[src/rtl/zone_pkg.sv]
// Shared definitions for the zone brightness packer.
// Contents:
//   ZONE_W / ZONES_PER_WORD / WORD_W : per-zone and per-word widths
//   out_state_e                      : output pacing FSM states
//   fifo_entry_t                     : queued word plus first-of-frame tag
package zone_pkg;

  localparam int unsigned ZONE_W         = 16;
  localparam int unsigned ZONES_PER_WORD = 6;
  localparam int unsigned WORD_W         = ZONE_W * ZONES_PER_WORD;

  typedef enum logic [1:0] {
    ST_IDLE,
    ST_FRAME,
    ST_SEND,
    ST_GAP
  } out_state_e;

  typedef struct packed {
    logic              first;
    logic [WORD_W-1:0] data;
  } fifo_entry_t;

endpackage

[src/rtl/zone_word_fifo.sv]
// Synchronous word FIFO; DEPTH must be a power of two (>= 2).
// Ports:
//   clk_i, rst_i   : clock, synchronous active-high reset
//   push_i/wdata_i : write strobe and data
//   pop_i          : remove head entry
//   head_o         : current head entry (valid while !empty_o)
//   full_o/empty_o : occupancy flags
// A push while full is accepted only when a pop happens in the same cycle.
module zone_word_fifo #(
  parameter int unsigned DEPTH = 4,
  parameter int unsigned WIDTH = 97
) (
  input  logic             clk_i,
  input  logic             rst_i,
  input  logic             push_i,
  input  logic [WIDTH-1:0] wdata_i,
  input  logic             pop_i,
  output logic [WIDTH-1:0] head_o,
  output logic             full_o,
  output logic             empty_o
);

  localparam int unsigned AW = (DEPTH > 1) ? $clog2(DEPTH) : 1;

  logic [WIDTH-1:0] mem_q [DEPTH];
  logic [AW-1:0]    wr_ptr_q;
  logic [AW-1:0]    rd_ptr_q;
  logic [AW:0]      count_q;
  logic             do_push;
  logic             do_pop;

  assign full_o  = (count_q == (AW+1)'(DEPTH));
  assign empty_o = (count_q == '0);
  assign head_o  = mem_q[rd_ptr_q];

  assign do_pop  = pop_i && !empty_o;
  assign do_push = push_i && (!full_o || do_pop);

  always_ff @(posedge clk_i) begin
    if (do_push) begin
      mem_q[wr_ptr_q] <= wdata_i;
    end
  end

  always_ff @(posedge clk_i) begin
    if (rst_i) begin
      wr_ptr_q <= '0;
      rd_ptr_q <= '0;
      count_q  <= '0;
    end else begin
      if (do_push) begin
        wr_ptr_q <= wr_ptr_q + AW'(1);
      end
      if (do_pop) begin
        rd_ptr_q <= rd_ptr_q + AW'(1);
      end
      unique case ({do_push, do_pop})
        2'b10:   count_q <= count_q + (AW+1)'(1);
        2'b01:   count_q <= count_q - (AW+1)'(1);
        default: count_q <= count_q;
      endcase
    end
  end

endmodule

[src/rtl/zone_rgb_packer.sv]
// Packs the per-zone 16-bit brightness stream into 96-bit words for the
// SPI7001 driver stage, with word/frame strobes and a paced output.
// Ports:
//   clock, rst        : sole clock, synchronous active-high reset
//   zone_valid/ready  : input handshake (ready = FIFO not full)
//   zone_sof          : marks the first zone of a frame
//   zone_data         : zone brightness
//   rgb_data          : packed word, held between strobes
//   rgb_f / frame_f   : one-cycle word and frame strobes
//   frame_err         : one-cycle framing-error pulse
// Optional macro LEVEL_CLAMP_EN: clamp each value to MAX_LEVEL before packing.
module zone_rgb_packer
  import zone_pkg::*;
#(
  parameter int unsigned    ZONES_PER_FRAME = 96,
  parameter int unsigned    WORD_GAP        = 64,
  parameter int unsigned    FIFO_DEPTH      = 4,
  parameter logic [15:0]    MAX_LEVEL       = 16'hFFFF
) (
  input  logic              clock,
  input  logic              rst,
  input  logic              zone_valid,
  input  logic              zone_sof,
  input  logic [ZONE_W-1:0] zone_data,
  output logic              zone_ready,
  output logic [WORD_W-1:0] rgb_data,
  output logic              rgb_f,
  output logic              frame_f,
  output logic              frame_err
);

  localparam int unsigned ZCNT_W = $clog2(ZONES_PER_FRAME);
  localparam int unsigned GAP_W  = $clog2(WORD_GAP);
  localparam int unsigned SLOT_W = $clog2(ZONES_PER_WORD);
  localparam int unsigned PART_W = WORD_W - ZONE_W;

`ifdef LEVEL_CLAMP_EN
  localparam logic [ZONE_W-1:0] CEIL = MAX_LEVEL;
`else
  // All-ones ceiling: the compare never fires, values pass unmodified.
  localparam logic [ZONE_W-1:0] CEIL = MAX_LEVEL | '1;
`endif

  // ---------------- input packing ----------------
  logic [ZONE_W-1:0] level;
  logic              accept;
  logic              fifo_full;
  logic              fifo_empty;
  logic              fifo_push;
  logic              fifo_pop;
  fifo_entry_t       push_entry;
  fifo_entry_t       head;

  logic [PART_W-1:0] word_q,     word_d;
  logic [SLOT_W-1:0] slot_q,     slot_d;
  logic [ZCNT_W-1:0] zcnt_q,     zcnt_d;
  logic              tag_q,      tag_d;
  logic              in_frame_q, in_frame_d;
  logic              reported_q, reported_d;
  logic              err_q,      err_d;

  assign level      = (zone_data > CEIL) ? CEIL : zone_data;
  assign zone_ready = !fifo_full;
  assign accept     = zone_valid && zone_ready;

  always_comb begin
    word_d           = word_q;
    slot_d           = slot_q;
    zcnt_d           = zcnt_q;
    tag_d            = tag_q;
    in_frame_d       = in_frame_q;
    reported_d       = reported_q;
    err_d            = 1'b0;
    fifo_push        = 1'b0;
    push_entry.first = tag_q;
    // Sixth value is merged combinationally so the word is queued on its accept edge.
    push_entry.data  = {level, word_q};
    if (accept) begin
      if (zone_sof) begin
        err_d                 = in_frame_q;
        word_d                = '0;
        word_d[ZONE_W-1:0]    = level;
        slot_d                = SLOT_W'(1);
        zcnt_d                = ZCNT_W'(1);
        tag_d                 = 1'b1;
        in_frame_d            = 1'b1;
      end else if (in_frame_q) begin
        if (slot_q == SLOT_W'(ZONES_PER_WORD - 1)) begin
          fifo_push = 1'b1;
          slot_d    = '0;
          tag_d     = 1'b0;
        end else begin
          for (int unsigned k = 0; k < ZONES_PER_WORD - 1; k++) begin
            if (slot_q == SLOT_W'(k)) begin
              word_d[k*ZONE_W +: ZONE_W] = level;
            end
          end
          slot_d = slot_q + SLOT_W'(1);
        end
        if (zcnt_q == ZCNT_W'(ZONES_PER_FRAME - 1)) begin
          in_frame_d = 1'b0;
          zcnt_d     = '0;
          reported_d = 1'b0;
        end else begin
          zcnt_d = zcnt_q + ZCNT_W'(1);
        end
      end else if (!reported_q) begin
        // reported_q comes out of reset set, so pre-first-SOF values drop silently.
        err_d      = 1'b1;
        reported_d = 1'b1;
      end
    end
  end

  always_ff @(posedge clock) begin
    if (rst) begin
      word_q     <= '0;
      slot_q     <= '0;
      zcnt_q     <= '0;
      tag_q      <= 1'b0;
      in_frame_q <= 1'b0;
      reported_q <= 1'b1;
      err_q      <= 1'b0;
    end else begin
      word_q     <= word_d;
      slot_q     <= slot_d;
      zcnt_q     <= zcnt_d;
      tag_q      <= tag_d;
      in_frame_q <= in_frame_d;
      reported_q <= reported_d;
      err_q      <= err_d;
    end
  end

  assign frame_err = err_q;

  // ---------------- word FIFO ----------------
  zone_word_fifo #(
    .DEPTH (FIFO_DEPTH),
    .WIDTH ($bits(fifo_entry_t))
  ) u_fifo (
    .clk_i   (clock),
    .rst_i   (rst),
    .push_i  (fifo_push),
    .wdata_i (push_entry),
    .pop_i   (fifo_pop),
    .head_o  (head),
    .full_o  (fifo_full),
    .empty_o (fifo_empty)
  );

  // ---------------- output pacing FSM ----------------
  out_state_e        state_q;
  logic [GAP_W-1:0]  gap_q;
  logic [WORD_W-1:0] rgb_data_q;
  logic              rgb_f_q;
  logic              frame_f_q;

  // Strobes and data are loaded on entry to SEND so they are visible during SEND,
  // the same cycle the head is popped.
  assign fifo_pop = (state_q == ST_SEND);

  always_ff @(posedge clock) begin
    if (rst) begin
      state_q    <= ST_IDLE;
      gap_q      <= '0;
      rgb_data_q <= '0;
      rgb_f_q    <= 1'b0;
      frame_f_q  <= 1'b0;
    end else begin
      rgb_f_q   <= 1'b0;
      frame_f_q <= 1'b0;
      unique case (state_q)
        ST_IDLE: begin
          if (!fifo_empty && (gap_q == '0)) begin
            if (head.first) begin
              frame_f_q <= 1'b1;
              state_q   <= ST_FRAME;
            end else begin
              rgb_f_q    <= 1'b1;
              rgb_data_q <= head.data;
              state_q    <= ST_SEND;
            end
          end
        end
        ST_FRAME: begin
          rgb_f_q    <= 1'b1;
          rgb_data_q <= head.data;
          state_q    <= ST_SEND;
        end
        ST_SEND: begin
          gap_q   <= GAP_W'(WORD_GAP - 1);
          state_q <= ST_GAP;
        end
        ST_GAP: begin
          if (gap_q == '0) begin
            state_q <= ST_IDLE;
          end else begin
            gap_q <= gap_q - GAP_W'(1);
          end
        end
        default: state_q <= ST_IDLE;
      endcase
    end
  end

  assign rgb_data = rgb_data_q;
  assign rgb_f    = rgb_f_q;
  assign frame_f  = frame_f_q;

endmodule

[config.mk]
export PLATFORM = sky130hd
export DESIGN_NAME = zone_rgb_packer
export DESIGN_NICKNAME = d
export VERILOG_FILES = /design/src/rtl/zone_pkg.sv /design/src/rtl/zone_word_fifo.sv /design/src/rtl/zone_rgb_packer.sv
export SDC_FILE = /design/constraint.sdc
export NUM_CORES = 1
export LEC_CHECK = 0
export CORE_MARGIN = 1.5
export CORE_UTILIZATION = 35
export CTS_BUF_LIST = sky130_fd_sc_hd__clkbuf_8
export DETAILED_ROUTE_END_ITERATION = 8
export GPL_TIMING_DRIVEN = 0
export PLACE_DENSITY = 0.59
export SYNTH_ARGS = -nofsm -noshare
export SYNTH_HDL_FRONTEND = slang
export SYNTH_SLANG_ARGS = --single-unit
[constraint.sdc]
create_clock -name clock -period 4.4 [get_ports clock]
set_input_delay 0.66 -clock clock [delete_from_list [all_inputs] [get_ports clock]]
set_output_delay 0.66 -clock clock [all_outputs]
set_load 0.01 [all_outputs]
* After elaboration in Yosys (flattened, before gate mapping)
Memory sizes are Yosys's and may differ from the RTL's. A register that Yosys moved wholly into a read port is not among the register bits.
Index checks and enable logic that the tools add are counted.
** Word-level totals
- Input port bits :: 20
- Memories :: 1
- RAM bits :: 388
- Bits in read-only memories :: 0
- Logic and storage cells :: 132
- Output and inout port bits :: 100
- Flip-flop bits (word level) :: 207
- Bits in latches :: 0
** Cells by class
- Muxes and demuxes :: 48
- Shift operators :: 0
- Reduce and logical (&&, ||, !) cells :: 34
- $mul :: 0
- Magnitude comparators :: 1
- Bitwise gates (word level) :: 4
- Add/sub/neg operators :: 7
- Div/mod/pow operators :: 0
- Equality and inequality tests :: 18
** Memory list
- u_fifo.mem_q :: depth 4, width 97, read ports 1, clocked after memory_dff 1, wr ports 1, line zone_word_fifo.sv:25 : logic [WIDTH-1:0] mem_q [DEPTH];
** Operator list (count)
- 2-to-1 mux 80 bit :: 3
- 2-to-1 mux 96 bit :: 2
- one-hot mux 96 bit (2 select lines) :: 1
- 2-to-1 mux 16 bit :: 6
- 2-to-1 mux 7 bit :: 3
- 2-to-1 mux 1 bit :: 20
- AND reduction 4 bit :: 5
- nonzero test 2 bit :: 10
- > comparator 16 bit (second input constant) :: 1
- one-hot mux 6 bit (2 select lines) :: 1
- 2-to-1 mux 2 bit :: 5
- inequality test 2 bit (second input constant) :: 5
- equality test 3 bit (second input constant) :: 3
- 2-to-1 mux 3 bit :: 3
- AND reduction 3 bit :: 3
- one-hot mux 2 bit (4 select lines) :: 1
- adder 7 x 1 -> 7 bit (second input constant) :: 1
- equality test 7 bit (second input constant) :: 1
- adder 3 x 1 -> 3 bit (second input constant) :: 2
- equality test 2 bit (second input constant) :: 3
- equality test 3 x 2 -> 1 bit (second input constant) :: 2
- logical NOT 3 bit :: 2
- logical NOT 6 bit :: 1
- 2-to-1 mux 6 bit :: 1
- 16 further kinds :: 27

* Longest topological paths before layout
- Depth after elaboration :: 8
- Depth in mapped cells :: 10

* Cells and area by module
A second synthesis with hierarchy kept.
** Unflattened totals
- Cell total of the unflattened synthesis :: 1434
- Area, all modules :: 23013.3 sq um
** Modules (own cells, without submodules)
- zone_word_fifo :: cells each 561, area each 14485.1 sq um, times used 1, sequential area each 11831.3 sq um
- zone_rgb_packer :: cells each 873, area each 8528.2 sq um, times used 1, sequential area each 4003.8 sq um

* Worst setup path before layout
No wires, ideal clock.
- Kind :: in2reg
- From :: input zone_valid
- To :: memory u_fifo.mem_q[1][0], enable pin
- Slack :: -31 ps
- Arrival :: 3965 ps
- Stages on the path :: 4
- Data required time :: 3933 ps
- Library setup time :: 467 ps
- Path through :: buf_2 -> inv_1 -> nor4_1 -> and2_1
** On the way
- Cells in the longest elaborated chain, start to end :: 5
** Ends and longest elaborated chain
- start: declaration :: line zone_rgb_packer.sv:22 : input logic zone_valid,
- logical AND 1 bit :: line zone_rgb_packer.sv:64 : assign accept = zone_valid && zone_ready;
- 2-to-1 mux 1 bit :: line zone_rgb_packer.sv:78 : if (accept) begin
- logical AND 1 bit :: line zone_word_fifo.sv:37 : assign do_push = push_i && (!full_o || do_pop);
- 2-to-1 mux 1 bit :: line zone_word_fifo.sv:40 : if (do_push) begin
- 2-to-1 mux 1 bit (implied by the code) :: line zone_word_fifo.sv:41 : mem_q[wr_ptr_q] <= wdata_i;
- end: declaration :: line zone_word_fifo.sv:25
No other way between the ends.

==> run metrics <==
CTS tree=done; row count=91; Synth Area in Compound Gates=6.65%; slowest stage delay, CP=1.01 ns; main combinational cell family by area after synthesis=multiplexers; synth top area cells=edfxtp_1 54%, dfxtp_1 19%, mux4_2 10%; nets@finish=1649; HPWL reported at the end of detailed placement=32.0 mm; clock skew=0.0260 ns; post-synth top area cell=edfxtp_1; VDD IR-drop max=0.000217 V; die area=63600 um2; cell area after synthesis=21700 um2; Critical Path RT=4.97 ns; Syn-to-layout area delta=19.4%; GRT Util Overall=16.4%; Placer Congestion=0.835; final wirelength=51.8 mm; register area share after synthesis=72.9%; setup tns final=0 ns; largest net degree at the start of global routing=53; Worst-Margin Slew=1.25 ns; final worst slack=0.974 ns; CP Data Arrival Time=4.00 ns; pre-CTS WS=0.286 ns; Post-Synth Adder-Cell Area=0.841%; outcome=finished clean; CP endpoint kind=register; Max Cap Violations=0; I/O pin cnt=120; post-route ant nets=0; Port Buf Inserts=117; Routed WL per cell=20.8 um; fmax=292 MHz; Mapped Avg Cell Area=15.6 um2; syn_nets=1427; # setup viols final=0; # DRC=0; layout cells sized above 1=15.2%; post-DR vias/cell=5.06; power per cell area=421 nW/um2; clk buf depth=3; post-synthesis mux area share=10.8%; fin crit period=3.43 ns; clk_lat worst skew=0.67 ns; dpl cells=2305; CTS Buf Count=98; Sink Count=597; CP Cell Sequence=clkbuf_1 > mux4_2 > o41ai_4 > buf_2 > buf_4 > nand2_1 > a21oi_1; die height=252 um; static leakage=8.54 nW; Hold WS=0.448 ns; Yosys Warn Count=0; post-synthesis xor/xnor area fraction=0.323%; Yosys reg bits=597; CP max FO=10; post-synthesis async set-or-reset flop share=0%; Power Total=0.0109 W; post_cts resized=0; Slew headroom=16.0%; H-tree depth=3; vias in the first global route=12866; RSZ-0062 raised after global routing=no; Post-Syn Instances=1393; cts hold-fix bufs=0; first-pass GRT wire length=77.4 mm; Synth Area in Simple Gates=6.54%; starting density of the core=35.3%; Final Non-Filler Cells=2489; top cell type's share of synthesized area=53.6%; Slew Viols, Final=0; final period utilization=77.9%; antenna violations before repair=1; Initial DRC Count=931; Pre-Repair DR Iteration Count=5; core footprint=61500 um2; Clk pin slew, worst setup/hold paths=0.06 ns; predominant post-synthesis flop cell=edfxtp_1; count of cell types in the netlist=57; worst min-delay path class=reg2reg; crit path kind=reg2reg; Crit-path slowest cell=o41ai_4; post-CTS setup buffers=0; vias post-DR=12601; Post-synth EDFFs=388; grt total ovfl=0; CTS Root Cell=clkbuf_8; final hold violation count=0; Die W=252 um; crit start category=register
## registers in the layout, indices dropped and copies added, names as in the netlist, 3 cells and up, named ones only
| name | flops |
|---|---|
| gap_q | 6 |
| rgb_data | 96 |
| slot_q | 3 |
| u_fifo.count_q | 3 |
| u_fifo.mem_q | 388 |
| word_q | 80 |
| zcnt_q | 7 |
## cell usage after synthesis, types with 3 or more instances
cell and number:
nand3_1 17, mux4_2 97, inv_1 18, nand2b_1 5, or3_1 4, o21ai_0 27
buf_1 10, or4_1 3, a211oi_1 3, a21oi_1 132, nand4_1 20, buf_4 4
ha_1 13, nor4_1 4, clkbuf_1 60, o22ai_1 3, xor2_1 6, a31oi_1 4
dfxtp_1 209, buf_2 10, edfxtp_1 388, a22o_1 43, and2_1 7, nand2_1 200
nor2_1 41, nor3_1 10, mux2i_1 17
## path summary, 6_finish.rpt
| path | start | endpoint | slack [ns] | cells past startpoint |
|---|---|---|---|---|
| min | rgb_data[48] | rgb_data[48] | 0.45 | 2 |
| max | register | rgb_data[3] | 0.97 | 7 |
| max reg2reg | register | rgb_data[3] | 0.97 | 7 |
| min reg2reg | rgb_data[48] | rgb_data[48] | 0.45 | 2 |
## critical path: cells and delay by family, from the launching register on
family	cells	cell delay, ns
buffers and inverters	3	1.25
and+or+nand+nor	1	0.10
muxes	1	0.50
DFF	1	0.30
AOI/OAI and AO/OA	2	1.18
## power breakdown
group	total (W)	switching [W]	internal [W]
Sequential	0.00599	0.0000332	0.00595
Clock	0.00461	0.00216	0.00246
Combinational	0.000314	0.000224	0.0000903
## per-stage QoR
stage	util, %	instance area (um2)
finish	42.2	25900
global route	42.2	25900
floorplan	-	21700
detailed placement	39.1	24000
CTS	42.2	25900
global placement	38.8	23900
## layout make-up
cell class	instances	area (um2)
fillers	5569	35500
flip-flops and latches	597	15800
multi-input cells	693	5490
clock buffers	113	1560
repair buffers	122	1310
well taps	790	988
clock inverters	70	347
plain buffers	84	343
inverters	19	71.3
diodes	1	2.50
## cells by family after synthesis
kind of cell / after synthesis
compound gates: 233
fa+ha+maj: 14
mux: 114
xor+xnor: 8
simple gates: 324
buf+inv: 103
flops: 597
## layer usage
metal  share of wire, %  track usage, %
met1                 43            20.9
met2                 48            27.5
met3                5.8            3.73
met4                2.7            5.68
met5                  0               0
## cell usage in the layout, fill, tap and decap left out, types with 3 or more instances in the layout
| cell type | synthesis | layout |
|---|---|---|
| edfxtp_1 | 388 | 388 |
| dfxtp_1 | 209 | 209 |
| nand2_1 | 200 | 200 |
| a21oi_1 | 132 | 132 |
| clkdlybuf4s50_1 | 0 | 117 |
| clkbuf_8 | 0 | 113 |
| mux4_2 | 97 | 97 |
| clkbuf_1 | 60 | 60 |
| inv_1 | 18 | 59 |
| a22o_1 | 43 | 43 |
| nor2_1 | 41 | 41 |
| o21ai_0 | 27 | 27 |
| nand4_1 | 20 | 20 |
| mux2i_1 | 17 | 17 |
| nand3_1 | 17 | 17 |
| ha_1 | 13 | 13 |
| clkinv_1 | 1 | 12 |
| clkinv_2 | 0 | 12 |
| buf_2 | 10 | 10 |
| buf_1 | 10 | 10 |
| nor3_1 | 10 | 10 |
| xor2_1 | 6 | 6 |
| nand2b_1 | 5 | 5 |
| buf_16 | 0 | 5 |
| or3_1 | 4 | 4 |
| and2_4 | 0 | 4 |
| buf_4 | 4 | 4 |
| a31oi_1 | 4 | 4 |
| and2_1 | 7 | 3 |
| o22ai_1 | 3 | 3 |
| nor4_1 | 4 | 3 |
| a211oi_1 | 3 | 3 |
| or4_1 | 3 | 3 |
| clkinvlp_4 | 0 | 3 |
(Power assumes the default switching activity.)
